`src/rtl/regfile_scoreboard_if.sv`:
```
// Register-file bus: writeback, two read ports, reservation and pending bits.
interface regfile_scoreboard_if #(
    parameter int DATA_WIDTH = 19,
    parameter int NUM_REGS   = 8
);
    localparam int AW = $clog2(NUM_REGS);

    logic                  wr_en;
    logic [AW-1:0]         wr_addr;
    logic [DATA_WIDTH-1:0] wr_data;
    logic                  rd0_en;
    logic [AW-1:0]         rd0_addr;
    logic [DATA_WIDTH-1:0] rd0_data;
    logic                  rd0_valid;
    logic                  rd1_en;
    logic [AW-1:0]         rd1_addr;
    logic [DATA_WIDTH-1:0] rd1_data;
    logic                  rd1_valid;
    logic                  rsv_en;
    logic [AW-1:0]         rsv_addr;
    logic                  rsv_ack;
    logic [NUM_REGS-1:0]   busy;

    modport master (
        output wr_en, wr_addr, wr_data,
        output rd0_en, rd0_addr, rd1_en, rd1_addr,
        output rsv_en, rsv_addr,
        input  rd0_data, rd0_valid, rd1_data, rd1_valid, rsv_ack, busy
    );

    modport slave (
        input  wr_en, wr_addr, wr_data,
        input  rd0_en, rd0_addr, rd1_en, rd1_addr,
        input  rsv_en, rsv_addr,
        output rd0_data, rd0_valid, rd1_data, rd1_valid, rsv_ack, busy
    );
endinterface

```
`src/rtl/regfile_scoreboard.sv`:
```
// Register file with one write port, two registered read ports, write-to-read
// forwarding, per-register pending bits and an optional hardwired zero register.
module regfile_scoreboard #(
    parameter int DATA_WIDTH = 19,
    parameter int NUM_REGS   = 8,
    parameter bit ZERO_REG   = 1'b0
) (
    input  logic                clk,
    input  logic                rst,
    regfile_scoreboard_if.slave bus
);
    localparam int AW  = $clog2(NUM_REGS);
    localparam int NRD = 2;

    logic [NUM_REGS-1:0][DATA_WIDTH-1:0] regs;
    logic [NUM_REGS-1:0]                 busy;
    logic                                rsv_ack;
    logic [NRD-1:0]                      rd_en;
    logic [NRD-1:0][AW-1:0]              rd_addr;
    logic [NRD-1:0][DATA_WIDTH-1:0]      rd_data;
    logic [NRD-1:0]                      rd_valid;
    logic                                wr_eff;
    logic                                rsv_zero;
    logic                                rsv_pend;

    assign rd_en   = {bus.rd1_en, bus.rd0_en};
    assign rd_addr = {bus.rd1_addr, bus.rd0_addr};

    assign bus.rd0_data  = rd_data[0];
    assign bus.rd1_data  = rd_data[1];
    assign bus.rd0_valid = rd_valid[0];
    assign bus.rd1_valid = rd_valid[1];
    assign bus.rsv_ack   = rsv_ack;
    assign bus.busy      = busy;

    // A write to the hardwired zero register is dropped before storage and forwarding.
    assign wr_eff   = bus.wr_en && !(ZERO_REG && bus.wr_addr == '0);
    assign rsv_zero = ZERO_REG && bus.rsv_addr == '0;
    // Pending state as seen after this cycle's writeback retires.
    assign rsv_pend = busy[bus.rsv_addr] && !(wr_eff && bus.wr_addr == bus.rsv_addr);

    // Register storage: single write port.
    always_ff @(posedge clk or posedge rst) begin
        if (rst)         regs <= '0;
        else if (wr_eff) regs[bus.wr_addr] <= bus.wr_data;
    end

    // Scoreboard: writeback clears, an accepted reservation sets (set wins on same reg).
    always_ff @(posedge clk or posedge rst) begin
        if (rst) begin
            busy    <= '0;
            rsv_ack <= 1'b0;
        end else begin
            if (wr_eff) busy[bus.wr_addr] <= 1'b0;
            if (bus.rsv_en && !rsv_pend && !rsv_zero) busy[bus.rsv_addr] <= 1'b1;
            rsv_ack <= bus.rsv_en && !rsv_pend;
        end
    end

    for (genvar p = 0; p < NRD; p++) begin : g_rd
        logic                  fwd;
        logic                  zero;
        logic [DATA_WIDTH-1:0] q;
        logic                  v;

        assign fwd  = wr_eff && bus.wr_addr == rd_addr[p];
        assign zero = ZERO_REG && rd_addr[p] == '0;
        assign rd_data[p]  = q;
        assign rd_valid[p] = v;

        // Read port: sampled against pre-reservation busy, with same-cycle forwarding.
        always_ff @(posedge clk or posedge rst) begin
            if (rst) begin
                q <= '0;
                v <= 1'b0;
            end else begin
                v <= rd_en[p] && (zero || fwd || !busy[rd_addr[p]]);
                if (rd_en[p]) q <= zero ? '0 : (fwd ? bus.wr_data : regs[rd_addr[p]]);
            end
        end
    end
endmodule

```
`src/flat_wrapper.sv`:
```
// flat-port wrapper written by rule: the top's interface ports become plain ports
module regfile_scoreboard_flat 
#(
    parameter int DATA_WIDTH = 19,
    parameter int NUM_REGS   = 8,
    parameter bit ZERO_REG   = 1'b0
)
  (clk, rst, bus_wr_en, bus_wr_addr, bus_wr_data, bus_rd0_en, bus_rd0_addr, bus_rd1_en, bus_rd1_addr, bus_rsv_en, bus_rsv_addr, bus_rd0_data, bus_rd0_valid, bus_rd1_data, bus_rd1_valid, bus_rsv_ack, bus_busy);
  regfile_scoreboard_if #(.DATA_WIDTH(DATA_WIDTH), .NUM_REGS(NUM_REGS)) bus_i ();
  input  logic clk;
  input  logic rst;
  input wire logic [$bits(bus_i.wr_en)-1:0] bus_wr_en;
  input wire logic [$bits(bus_i.wr_addr)-1:0] bus_wr_addr;
  input wire logic [$bits(bus_i.wr_data)-1:0] bus_wr_data;
  input wire logic [$bits(bus_i.rd0_en)-1:0] bus_rd0_en;
  input wire logic [$bits(bus_i.rd0_addr)-1:0] bus_rd0_addr;
  input wire logic [$bits(bus_i.rd1_en)-1:0] bus_rd1_en;
  input wire logic [$bits(bus_i.rd1_addr)-1:0] bus_rd1_addr;
  input wire logic [$bits(bus_i.rsv_en)-1:0] bus_rsv_en;
  input wire logic [$bits(bus_i.rsv_addr)-1:0] bus_rsv_addr;
  output wire logic [$bits(bus_i.rd0_data)-1:0] bus_rd0_data;
  output wire logic [$bits(bus_i.rd0_valid)-1:0] bus_rd0_valid;
  output wire logic [$bits(bus_i.rd1_data)-1:0] bus_rd1_data;
  output wire logic [$bits(bus_i.rd1_valid)-1:0] bus_rd1_valid;
  output wire logic [$bits(bus_i.rsv_ack)-1:0] bus_rsv_ack;
  output wire logic [$bits(bus_i.busy)-1:0] bus_busy;
  assign bus_i.wr_en = bus_wr_en;
  assign bus_i.wr_addr = bus_wr_addr;
  assign bus_i.wr_data = bus_wr_data;
  assign bus_i.rd0_en = bus_rd0_en;
  assign bus_i.rd0_addr = bus_rd0_addr;
  assign bus_i.rd1_en = bus_rd1_en;
  assign bus_i.rd1_addr = bus_rd1_addr;
  assign bus_i.rsv_en = bus_rsv_en;
  assign bus_i.rsv_addr = bus_rsv_addr;
  assign bus_rd0_data = bus_i.rd0_data;
  assign bus_rd0_valid = bus_i.rd0_valid;
  assign bus_rd1_data = bus_i.rd1_data;
  assign bus_rd1_valid = bus_i.rd1_valid;
  assign bus_rsv_ack = bus_i.rsv_ack;
  assign bus_busy = bus_i.busy;
  regfile_scoreboard #(.DATA_WIDTH(DATA_WIDTH), .NUM_REGS(NUM_REGS), .ZERO_REG(ZERO_REG)) u_core (.clk(clk), .rst(rst), .bus(bus_i));
endmodule
```
`config.mk`:
```
export PLATFORM = sky130hd
export DESIGN_NAME = regfile_scoreboard_flat
export DESIGN_NICKNAME = d
export VERILOG_FILES = /design/src/rtl/regfile_scoreboard_if.sv /design/src/rtl/regfile_scoreboard.sv /design/src/flat_wrapper.sv
export SDC_FILE = /design/constraint.sdc
export NUM_CORES = 1
export LEC_CHECK = 0
export ABC_AREA = 1
export CAP_MARGIN = 0
export CORE_UTILIZATION = 38
export CTS_BUF_LIST = sky130_fd_sc_hd__clkbuf_8 sky130_fd_sc_hd__clkbuf_16
export DETAILED_ROUTE_END_ITERATION = 8
export GPL_ROUTABILITY_DRIVEN = 0
export SETUP_SLACK_MARGIN = 0.4
export SYNTH_ARGS = -nofsm -noshare
export SYNTH_HDL_FRONTEND = slang
export SYNTH_SLANG_ARGS = --single-unit
```
`constraint.sdc`:
```
create_clock -name clk -period 15.3 [get_ports clk]
set_input_delay 3.06 -clock clk [delete_from_list [all_inputs] [get_ports clk]]
set_output_delay 3.06 -clock clk [all_outputs]
set_load 0.01 [all_outputs]
```
# Word-level counts from Yosys, hierarchy flattened
# Index checks and enable logic that the tools add are counted.
dict set report word_totals {
  register_bits 201
  input_bits 37
  wordCells 62
}
dict set report op_classes {
  magnitude_cmp 6
  n_eq_ne 3
  muxes 21
  bitwise_logic 3
  n_reduce_logical 15
}
# cell n
set ops {}
lappend ops {{bitwise mux 152 bit} 1}
lappend ops {{binary-select mux 19 bit (select 3 bit)} 2}
lappend ops {{two-way mux 19 bit} 5}
lappend ops {{demux 19 bit (select 3 bit)} 1}
lappend ops {{< comparator 3 x 4 -> 1 bit, second input constant} 4}
lappend ops {{two-way mux 8 bit} 2}
lappend ops {{binary-select mux 1 bit (select 3 bit)} 3}
lappend ops {{== test 3 bit} 3}
lappend ops {{logical AND 1 bit} 9}
lappend ops {{bitwise AND 8 bit} 1}
lappend ops {{NOT 8 bit} 1}
lappend ops {{bitwise OR 8 bit} 1}
lappend ops {{demux 1 bit (select 3 bit)} 2}
lappend ops {{>= comparator 3 x 1 -> 1 bit, second input constant} 2}
lappend ops {{two-way mux 1 bit} 5}
lappend ops {{logical NOT 1 bit} 4}
lappend ops {{logical OR 1 bit} 2}

# Depth between registers and ports, before layout
# Gate-level depths: netlist of run 1.
dict set report depth {
  word_depth 9
  mapped_depth 11
}

# Least setup slack after synthesis of run 1
# No wires, ideal clock.
dict set report synth_timing {
  path_kind {input port to flip-flop}
  start {input port bus_wr_addr[2]}
  end {register u_core.g_rd[1].q[10], in the netlist u_core.bus.rd1_data[10]}
  setup_ns 0.118
  t_arrival_ns 3.950
  required_ns 15.182
  setup_slack_ns 11.232
  path_stages 9
  path_cell_list {buf_4 > inv_1 > o21ai_1 > nor2_1 > buf_2 > buf_6 > nand3_1 > nand3_1 > nand2_1}
}
dict set report synth_between {
  elab_chain_cells 3
}
# element line_no
set synth_rtl {}
lappend synth_rtl {{from (decl)} flat_wrapper.sv:13} ;# input wire logic [$bits(bus_i.wr_addr)-1:0] bus_wr_addr;
lappend synth_rtl {{== test 3 bit} regfile_scoreboard.sv:66} ;# assign fwd = wr_eff && bus.wr_addr == rd_addr[p];
lappend synth_rtl {{logical AND 1 bit} regfile_scoreboard.sv:66}
lappend synth_rtl {{two-way mux 19 bit} regfile_scoreboard.sv:78} ;# if (rd_en[p]) q <= zero ? '0 : (fwd ? bus.wr_data : regs[rd_addr[p]]);
lappend synth_rtl {{to (signal assigned)} regfile_scoreboard.sv:78}
lappend synth_rtl {{to (decl)} regfile_scoreboard.sv:63} ;# logic [DATA_WIDTH-1:0] q;
# No other way between the ends.
# A chain may end at the register's enable or synchronous reset.

# Final worst setup path of run 1
dict set report layout_timing {
  start {input port bus_rd0_addr[2]}
  end {register u_core.g_rd[0].q[12], in the netlist u_core.bus.rd0_data[12]}
}
dict set report layout_between {
  elab_chain_cells 3
}
# element line_no
set layout_rtl {}
lappend layout_rtl {{from (decl)} flat_wrapper.sv:16} ;# input wire logic [$bits(bus_i.rd0_addr)-1:0] bus_rd0_addr;
lappend layout_rtl {{binary-select mux 19 bit (select 3 bit) / == test 3 bit (equally long branches)} {regfile_scoreboard.sv:78, regfile_scoreboard.sv:66}}
lappend layout_rtl {{two-way mux 19 bit (implied by the code) / logical AND 1 bit (equally long branches)} {regfile_scoreboard.sv:78, regfile_scoreboard.sv:66}}
lappend layout_rtl {{two-way mux 19 bit *} regfile_scoreboard.sv:78}
lappend layout_rtl {{to (signal assigned)} regfile_scoreboard.sv:78}
lappend layout_rtl {{to (decl)} regfile_scoreboard.sv:63}
# Mark *: on every way between the ends. The rest lies on a longest branch, timed or not. The select of a mux whose other input is x is not followed.

==> metrics, run 1 <==
synth warn=0; total global-route track usage=0.248; crit path launch=bus_rd0_addr[2]; Hold-fix buffers, CTS=0; DIE WIDTH=174 um; xor/xnor share of the synthesized area=0.00234; FILL cells=2944; average cell area after synthesis=6.89 um^2; final hold violation count=0; Compound-Gate Fraction of Synth Area=0.0783; Max Slew Vio Count=0; cell count after placement=2000; status=finished, final reports clean; Cell variety after synth=24; Synth top area share=0.448; largest net degree at the start of global routing=134; Post-DRT Antenna Nets=0; post-synth top area cell=dfrtp_1; Yosys reg bits=201; total clock sinks=201; first-pass iteration count of the detailed router=5; HP Start=u_core.bus.rd1_data[6]$_DFFE_PP0P_; Lkg Pwr=6.39 nW; drt first-iter violations=1106; most frequent cells in the layout=600 x nand2_1, 314 x nand3_1, 201 x dfrtp_1, 159 x o21ai_0, 127 x inv_1; Tcrit/Tclk final=0.415; vias in the first global route=10502; I/O Buffers=85; WP data required=15710 ps; Post-CTS Setup Bufs=0; CTS tree=built; Diodes inserted=0; FMAX=0.158 GHz; Die H=174 um; hold crit path type=reg2reg; final wirelength=36800 um; Core Area=0.0289 mm^2; Root Driver=clkbuf_16; multiplexer share of the synthesized area=0; WL/cell=18.0 um; setup TNS=0 ps; initial antenna violation count=0; synth top area cells=dfrtp_1 45%, nand2_1 20%, nand3_1 14%, o21ai_0 7.1%, inv_1 4.1%; Post-synth top flop=dfrtp_1; clock slew at reported path FFs=60 ps; most common cell after layout, fill and taps aside=nand2_1; Worst Setup Start Kind=primary input; critical path class=in2reg; critical path peak fanout=22; Rows=62; reg2reg start=u_core.bus.busy[5]$_DFF_PP0_; fraction of layout cells with a size suffix above 1=0.0452; Setup Viol. Count Final=0; RSZ-0062 raised after global routing=no; die area=0.0303 mm^2; Worst Tran Pin Value=1150 ps; global-route wire length before repair=59100 um; critical path data arrival time=6750 ps; worst vdd ir=0.0763 mV; clock latency on the worst-skew pair=530 ps; cts bufs inserted=24; Non-Filler Instances=2042; CTS Buffer Depth=3; Post-synth EDFFs=0; largest family of logic cells by synthesized area=simple AND/OR/NAND/NOR gates; Critical Path End Type=register; FFs w/ async S/R, synth=1.00; synthesized-area fraction occupied by adder cells=0; Ports=86; synthesized cell area=0.0112 mm^2; Max Clock Skew=13.8 ps; Final nets=1679; Mapped Cells=1630; total global routing overflow=0; Initial Util=0.389; vias per std cell=5.33; post-CTS resize count=0; Post-DP HPWL=21300 um; Pwr Density=128 mW/mm^2; # DRC=0; max-cap viol count=0; H-tree depth=1; Seq/Total Area, Yosys=0.448; Synth Net Count=1667; simple-gate share of the synthesized area=0.375; via count=10883; Period minus WS final=6350 ps; Worst slew margin=0.235; area delta synth->final=14.9%
==> power breakdown <==
group / leakage, nW / switching [mW] / internal (mW)
clock: 0.417 / 0.230 / 0.351
combinational: 3.46 / 0.216 / 0.146
sequential: 2.51 / 0.0787 / 0.631
total: 6.39 / 0.525 / 1.13
==> synth_stat cells, types with 2 or more instances <==
| library cell | instances |
|---|---|
| o21ai_1 | 3 |
| nor2_1 | 68 |
| inv_1 | 124 |
| nor2_2 | 2 |
| nor3_1 | 6 |
| buf_2 | 52 |
| nand3_2 | 4 |
| buf_4 | 13 |
| inv_2 | 4 |
| buf_1 | 4 |
| xor2_1 | 2 |
| nand2_1 | 604 |
| clkbuf_1 | 41 |
| nand4_1 | 5 |
| buf_6 | 5 |
| dfrtp_1 | 201 |
| nand3_1 | 314 |
| o211ai_1 | 3 |
| a21oi_1 | 6 |
| o21ai_0 | 159 |
| clkinv_1 | 7 |
==> cell families after synthesis <==
family	count (synthesis)
flops	201
simple gates	1003
xor+xnor	3
compound gates	173
buf+inv	250
==> cell type report <==
class / count / area, um^2 / share of cell area
clock inverters: 12 / 105 / 0.00815
inverters: 135 / 514 / 0.0399
repair buffers: 101 / 953 / 0.0739
flip-flops and latches: 201 / 5030 / 0.390
well taps: 384 / 480 / 0.0372
clock buffers: 30 / 694 / 0.0538
multi-input cells: 1179 / 5130 / 0.397
==> metrics by stage <==
step	setup WS [ps]	instance area (um^2)	util	hold WS, ps	power [mW]
after floorplan	6760	11200	-	453	0.939
after global placement	8580	12100	0.419	465	1.07
after detailed placement	8420	12100	0.419	466	1.08
after CTS	8970	12900	0.447	482	1.66
after global routing	8710	12900	0.447	508	1.75
final	8950	12900	0.447	475	1.65
==> worst max-delay path, cell delays in order <==
cell	delay [ps]
clkdlybuf4s50_1	390
buf_4	240
inv_1	770
nor2_1	120
nor2_2	850
nand2_1	810
nand3_1	280
nand2_1	70
nand2_1	60
nand2_1	70
==> registers in the layout, indices dropped and copies added, names as in the netlist <==
register and count:
u_core.bus.rd0_valid 1, u_core.bus.rd0_data 19, u_core.bus.rd1_data 19, u_core.bus.rd1_valid 1
u_core.bus.rsv_ack 1, u_core.regs 152, u_core.bus.busy 8
==> path summary, 6_finish.rpt <==
check / endpoint / slack [ps] / cells past startpoint
worst max-delay path: u_core.bus.rd0_data[12]$_DFFE_PP0P_ / 8950 / 10
worst min-delay path: u_core.bus.rd1_data[6]$_DFFE_PP0P_ / 480 / 2
max in group asynchronous: u_core.regs[88]$_DFFE_PP0P_ / 10670 / 3
worst max register to register: u_core.bus.busy[6]$_DFF_PP0_ / 14000 / 9
worst min register to register: u_core.bus.rd1_data[6]$_DFFE_PP0P_ / 480 / 2
min in group asynchronous: u_core.regs[95]$_DFFE_PP0P_ / 3120 / 2
==> routing by layer <==
| layer | vias up | wire, um | GRT usage |
|---|---|---|---|
| li1 | 5225 | - | - |
| met3 | 97 | 2580 | 0.0352 |
| met5 | - | 0 | 0 |
| met1 | 5087 | 15800 | 0.329 |
| met4 | 0 | 1410 | 0.103 |
| met2 | 474 | 17100 | 0.408 |
Power figures use the tool's default switching activity.
==> run 2, diff against run 1 <==
==> constraint.sdc (replaced) <==
create_clock -name clk -period 5.51 [get_ports clk]
set_input_delay 1.102 -clock clk [delete_from_list [all_inputs] [get_ports clk]]
set_output_delay 1.102 -clock clk [all_outputs]
set_load 0.01 [all_outputs]
==> run 2 against run 1 <==
First-iteration DRC count is 13% higher; register-to-register slack worse by 9800 ps; clock power rose to 2.5 times the previous value; non-clock buffer count up 11; sequential share of layout area barely moved; combinational power rose to 2.8 times the previous value; worst setup slack lost 6700 ps; cell area increased by 0.12%; count of clock-buffer cells in the layout fell by 2; core utilization rose by 0.052 points; sequential power grew to 2.8 times the previous value; hold slack better by 5.8 ps; critical path type unchanged; largest cell class unchanged.
==> metrics, run 2 (same netlist as run 1, synthesis figures left out) <==
max-cap viol count=0 (unchanged); critical path class=in2reg; hold crit path type=reg2reg; critical path peak fanout=31 (+41%); HP Start=u_core.bus.rd0_data[3]$_DFFE_PP0P_; final wirelength=38300 um (+4.0%); Post-Route Utilization=0.448 (+0.000520); cell count after placement=2011 (+0.55%); Period minus WS final=3250 ps; FILL cells=3032 (+3.0%); reg2reg start=u_core.bus.busy[5]$_DFF_PP0_; WL/cell=18.7 um (+3.4%); clock slew at reported path FFs=60 ps (about the same); worst reg2reg path endpoint=u_core.bus.busy[5]$_DFF_PP0_; Worst Setup Start Kind=primary input; post-CTS resize count=0 (unchanged); Worst Tran Pin Value=1130 ps (-21.1 ps); Die H=174 um (unchanged); Worst R2R Path Depth=9 (unchanged); critical path's largest stage delay=770 ps (-80 ps); total clock sinks=201 (unchanged); most frequent cells in the layout=602 x nand2_1, 314 x nand3_1, 201 x dfrtp_1, 159 x o21ai_0, 134 x inv_1; Initial Util=0.389 (unchanged); DIE WIDTH=174 um (unchanged); Biggest register=u_core.regs; Setup Viol. Count Final=0 (unchanged); r2r setup slk=4210 ps (-9790 ps); CTS Buffer Depth=3 (unchanged); Lkg Pwr=6.42 nW (+0.51%); Pwr Total=4.47 mW (+170%); Hold EP=u_core.bus.rd0_data[3]$_DFFE_PP0P_; worst vdd ir=0.211 mV (+180%); I/O Buffers=85 (unchanged); setup TNS=0 ps (unchanged); clock latency on the worst-skew pair=520 ps (about the same); DP Worst Slack=1820 ps (-6600 ps); Final Cell Area=0.0129 mm^2 (+0.12%); vias in the first global route=10542 (+0.38%); Max Clock Skew=10.1 ps (-3.75 ps); Final nets=1690 (+0.66%); area delta synth->final=15.0%; Post-CTS Setup Bufs=0 (unchanged); Multi-input gate area=0.00512 mm^2 (about the same); first-pass iteration count of the detailed router=6 (+1); WHS Path Cells=2 (unchanged); Pwr Density=346 mW/mm^2 (+170%); Reg area=0.00503 mm^2 (unchanged); final hold violation count=0 (unchanged); drt first-iter violations=1250 (+13%); RSZ-0062 raised after global routing=no; CP top delay family=simple AND/OR/NAND/NOR gates; Placed Area=0.0122 mm^2 (+0.72%); Worst slew margin=0.247 (+0.0123); status=finished, final reports clean; WP data required=5920 ps (-9790 ps); fraction of layout cells with a size suffix above 1=0.0461 (+0.000900); Critical Path End Type=register; Post-DP HPWL=22300 um (+4.8%); initial antenna violation count=0 (unchanged); die area=0.0303 mm^2 (unchanged); Max Slew Vio Count=0 (unchanged); H-tree depth=1 (unchanged); FMAX=0.308 GHz; Diodes inserted=0 (unchanged); Fin Hold WS=481 ps (+5.83 ps); Hold-fix buffers, CTS=0 (unchanged); cts bufs inserted=24 (unchanged); most common cell after layout, fill and taps aside=nand2_1; total global-route track usage=0.257 (+0.00825); crit-path cells=buf_4, inv_2, o21ai_2, nor2_2, buf_4, nand2_1, nand3_1, nand2_1, nand2_1, nand2_1; global-route wire length before repair=60500 um (+2.4%); Core Area=0.0289 mm^2 (unchanged); CP most frequent cell=nand2_1; vias per std cell=5.33 (about the same); max reg flops=152 (unchanged); CTS tree=built; largest net degree at the start of global routing=107 (-20%); Tcrit/Tclk final=0.589; slack of the critical path=2260 ps (-6690 ps); Non-Filler Instances=2053 (+0.54%); Worst Path Buf+Inv=3 (unchanged); Post-DRT Antenna Nets=0 (unchanged); via count=10951 (+0.62%); critical path data arrival time=3660 ps (-3090 ps); Root Driver=clkbuf_16; total global routing overflow=0 (unchanged); # DRC=0 (unchanged); Rows=62 (unchanged); Ports=86 (unchanged); Worst path slowest cell=nand2_1
-- run 2: changes by cell type in the layout (fill, tap and decap cells not counted) --
cell,change
clkinvlp_4,+1
clkinv_2,-3
nand2_2,-2
inv_1,+7
bufinv_16,-2
inv_2,-1
nand2_1,+2
inv_6,+1
buf_12,+1
inv_8,-1
clkbuf_8,-2
buf_4,+10
-- run 2: cell type report --
class                           count  area share
Timing Repair Buffer              112      0.0812
Inverter                          135      0.0396
Multi-Input combinational cell   1179       0.396
Clock inverter                     14     0.00465
Tap cell                          384      0.0372
Sequential cell                   201       0.389
Clock buffer                       28      0.0516
-- run 2: layer usage --
layer | part of all wire | up-vias | track usage
met5 | 0 | - | 0
met4 | 0.026 | 0 | 0.0779
met2 | 0.47 | 430 | 0.428
met1 | 0.43 | 5202 | 0.344
li1 | - | 5242 | -
met3 | 0.072 | 77 | 0.0374
-- run 2: worst max-delay path by stage --
stage | start | endpoint | slack (ps) | depth (start not counted)
floorplan | rst | u_core.bus.busy[0]$_DFF_PP0_ | 1810 | 1
global placement | bus_wr_addr[1] | u_core.bus.rd0_data[13]$_DFFE_PP0P_ | 1910 | 9
detailed placement | bus_rd1_addr[2] | u_core.bus.rd1_data[14]$_DFFE_PP0P_ | 1820 | 10
CTS | bus_rd1_addr[2] | u_core.bus.rd1_data[14]$_DFFE_PP0P_ | 2360 | 10
global route | bus_rd1_addr[2] | u_core.bus.rd1_data[14]$_DFFE_PP0P_ | 2130 | 10
finish | bus_rd0_addr[0] | u_core.bus.rd0_data[11]$_DFFE_PP0P_ | 2260 | 10
-- run 2: report_power, final --
part,internal (mW),switching (mW)
Combinational,0.411,0.602
Clock,0.853,0.627
Sequential,1.75,0.225
-- run 2: worst reg2reg max path, delay by kind of cell (launching register included) --
family,cells,cell delay (ps)
buffers and inverters,1,100
flip-flops,1,400
AND/OR/NAND/NOR,8,750
==> run 3, diff against run 2 <==
==> constraint.sdc (replaced) <==
create_clock -name clk -period 2.6 [get_ports clk]
set_input_delay 0.52 -clock clk [delete_from_list [all_inputs] [get_ports clk]]
set_output_delay 0.52 -clock clk [all_outputs]
set_load 0.01 [all_outputs]
==> run 3 against run 2 <==
Flip-flop and latch count is the same; cell count grew 1.4%; worst setup slack lost 1800 ps; critical path type is now reg2out; sequential power grew 110%; largest cell class unchanged; clock skew grew 3.9 ps; core utilization grew 1.3 points; count of clock-buffer cells in the layout grew 1.
==> metrics, run 3 (same netlist as run 1, synthesis figures left out) <==
status=finished, final reports clean; crit path launch=u_core.bus.rd0_data[4]$_DFFE_PP0P_; drt first-iter violations=1336 (+6.9%); die area=0.0303 mm^2 (unchanged); vias in the first global route=10553 (+0.10%); setup TNS=0 ps (unchanged); CTS Buffer Depth=3 (unchanged); Worst Setup Start Kind=register; Initial Util=0.389 (unchanged); critical path data arrival time=1570 ps (-2090 ps); I/O Buffers=85 (unchanged); final hold violation count=0 (unchanged); Period minus WS final=2090 ps; area delta synth->final=18.4%; FILL cells=2936 (-3.2%); vias per std cell=5.26 (-1.3%); Pwr Density=719 mW/mm^2 (+110%); DIE WIDTH=174 um (unchanged); Biggest register=u_core.regs; max reg flops=152 (unchanged); Setup Viol. Count Final=0 (unchanged); Worst Path Buf+Inv=1 (-2); Critical Path End Type=output pin; CTS tree=built; Final nets=1720 (+1.8%); clock latency on the worst-skew pair=530 ps (about the same); Pwr Total=9.56 mW (+110%); cts bufs inserted=25 (+4.2%); FMAX=0.478 GHz; fraction of layout cells with a size suffix above 1=0.0624 (+0.0163); clock slew at reported path FFs=60 ps (about the same); Root Driver=clkbuf_16; worst vdd ir=0.550 mV (+160%); Max Clock Skew=14.0 ps (+3.94 ps); Post-CTS Setup Bufs=0 (unchanged); Post-DP HPWL=23600 um (+5.7%); first-pass iteration count of the detailed router=5 (-1); critical path's largest stage delay=580 ps (-190 ps); most common cell after layout, fill and taps aside=nand2_1; reg2reg start=u_core.bus.busy[5]$_DFF_PP0_; critical path class=reg2out; total global-route track usage=0.249 (-0.00715); total global routing overflow=0 (unchanged); Worst path slowest cell=clkdlybuf4s50_1; most frequent cells in the layout=604 x nand2_1, 314 x nand3_1, 201 x dfrtp_1, 159 x o21ai_0, 132 x inv_1; max-cap viol count=0 (unchanged); H-tree depth=1 (unchanged); total clock sinks=201 (unchanged); largest net degree at the start of global routing=84 (-21%); Tcrit/Tclk final=0.805; WP data required=2080 ps (-3840 ps); Max Slew Vio Count=0 (unchanged); Worst slew margin=0.586 (+0.339); Diodes inserted=0 (unchanged); Hold-fix buffers, CTS=0 (unchanged); Ports=86 (unchanged); Reg area=0.00503 mm^2 (unchanged); # DRC=0 (unchanged); CP top delay family=buffers and inverters; Rows=62 (unchanged); initial antenna violation count=0 (unchanged); crit-path cells=clkdlybuf4s50_1; Post-DRT Antenna Nets=0 (unchanged); global-route wire length before repair=59300 um (-2.1%); post-CTS resize count=0 (unchanged); Lkg Pwr=6.61 nW (+3.1%); Worst Tran Pin Value=622 ps (-505 ps); via count=10959 (+0.073%); Multi-input gate area=0.00512 mm^2 (about the same); critical path peak fanout=2 (-94%); final wirelength=37500 um (-2.2%); RSZ-0062 raised after global routing=no; Core Area=0.0289 mm^2 (unchanged); WL/cell=18.0 um (-3.6%); hold crit path type=in2async; Die H=174 um (unchanged)
run 3: final cells by class:
type,count,area share
tap,384,0.0361
timing repair buffer,141,0.107
multi-input combinational,1179,0.385
clock buffer,29,0.0512
inverter,135,0.0384
sequential,201,0.378
clock inverter,13,0.00461
run 3: where the power goes:
group | switching, mW | total (mW) | leakage [nW] | internal, mW
clock | 1.34 | 3.18 | 0.402 | 1.84
sequential | 0.457 | 4.17 | 2.51 | 3.72
combinational | 1.29 | 2.21 | 3.71 | 0.923
run 3: worst paths after layout:
kind / endpoint / slack, ps / cells past startpoint
max: bus_rd0_data[4] / 510 / 1
min: u_core.regs[76]$_DFFE_PP0P_ / 430 / 2
max reg2reg: u_core.bus.busy[7]$_DFF_PP0_ / 1290 / 9
min reg2reg: u_core.bus.rd0_data[3]$_DFFE_PP0P_ / 480 / 2
max in group asynchronous: u_core.regs[14]$_DFFE_PP0P_ / 1540 / 3
min in group clk: u_core.bus.rd0_data[3]$_DFFE_PP0P_ / 480 / 2
run 3: layer usage:
metal / vias to the layer above / global-route usage / share of wire
met3: 82 / 0.0332 / 0.068
met5: - / 0 / 0
met2: 433 / 0.419 / 0.47
li1: 5301 / - / -
met4: 0 / 0.0874 / 0.032
met1: 5143 / 0.329 / 0.43
run 3: per-stage QoR:
step	util	hold WS, ps	cells	instance area [um^2]	setup slack (ps)
after floorplan	-	453	1630	11200	-522
after global placement	0.435	462	2040	12600	350
after detailed placement	0.435	464	2040	12600	332
after CTS	0.461	432	2082	13300	517
after global routing	0.461	460	2082	13300	487
final	0.461	432	2082	13300	507
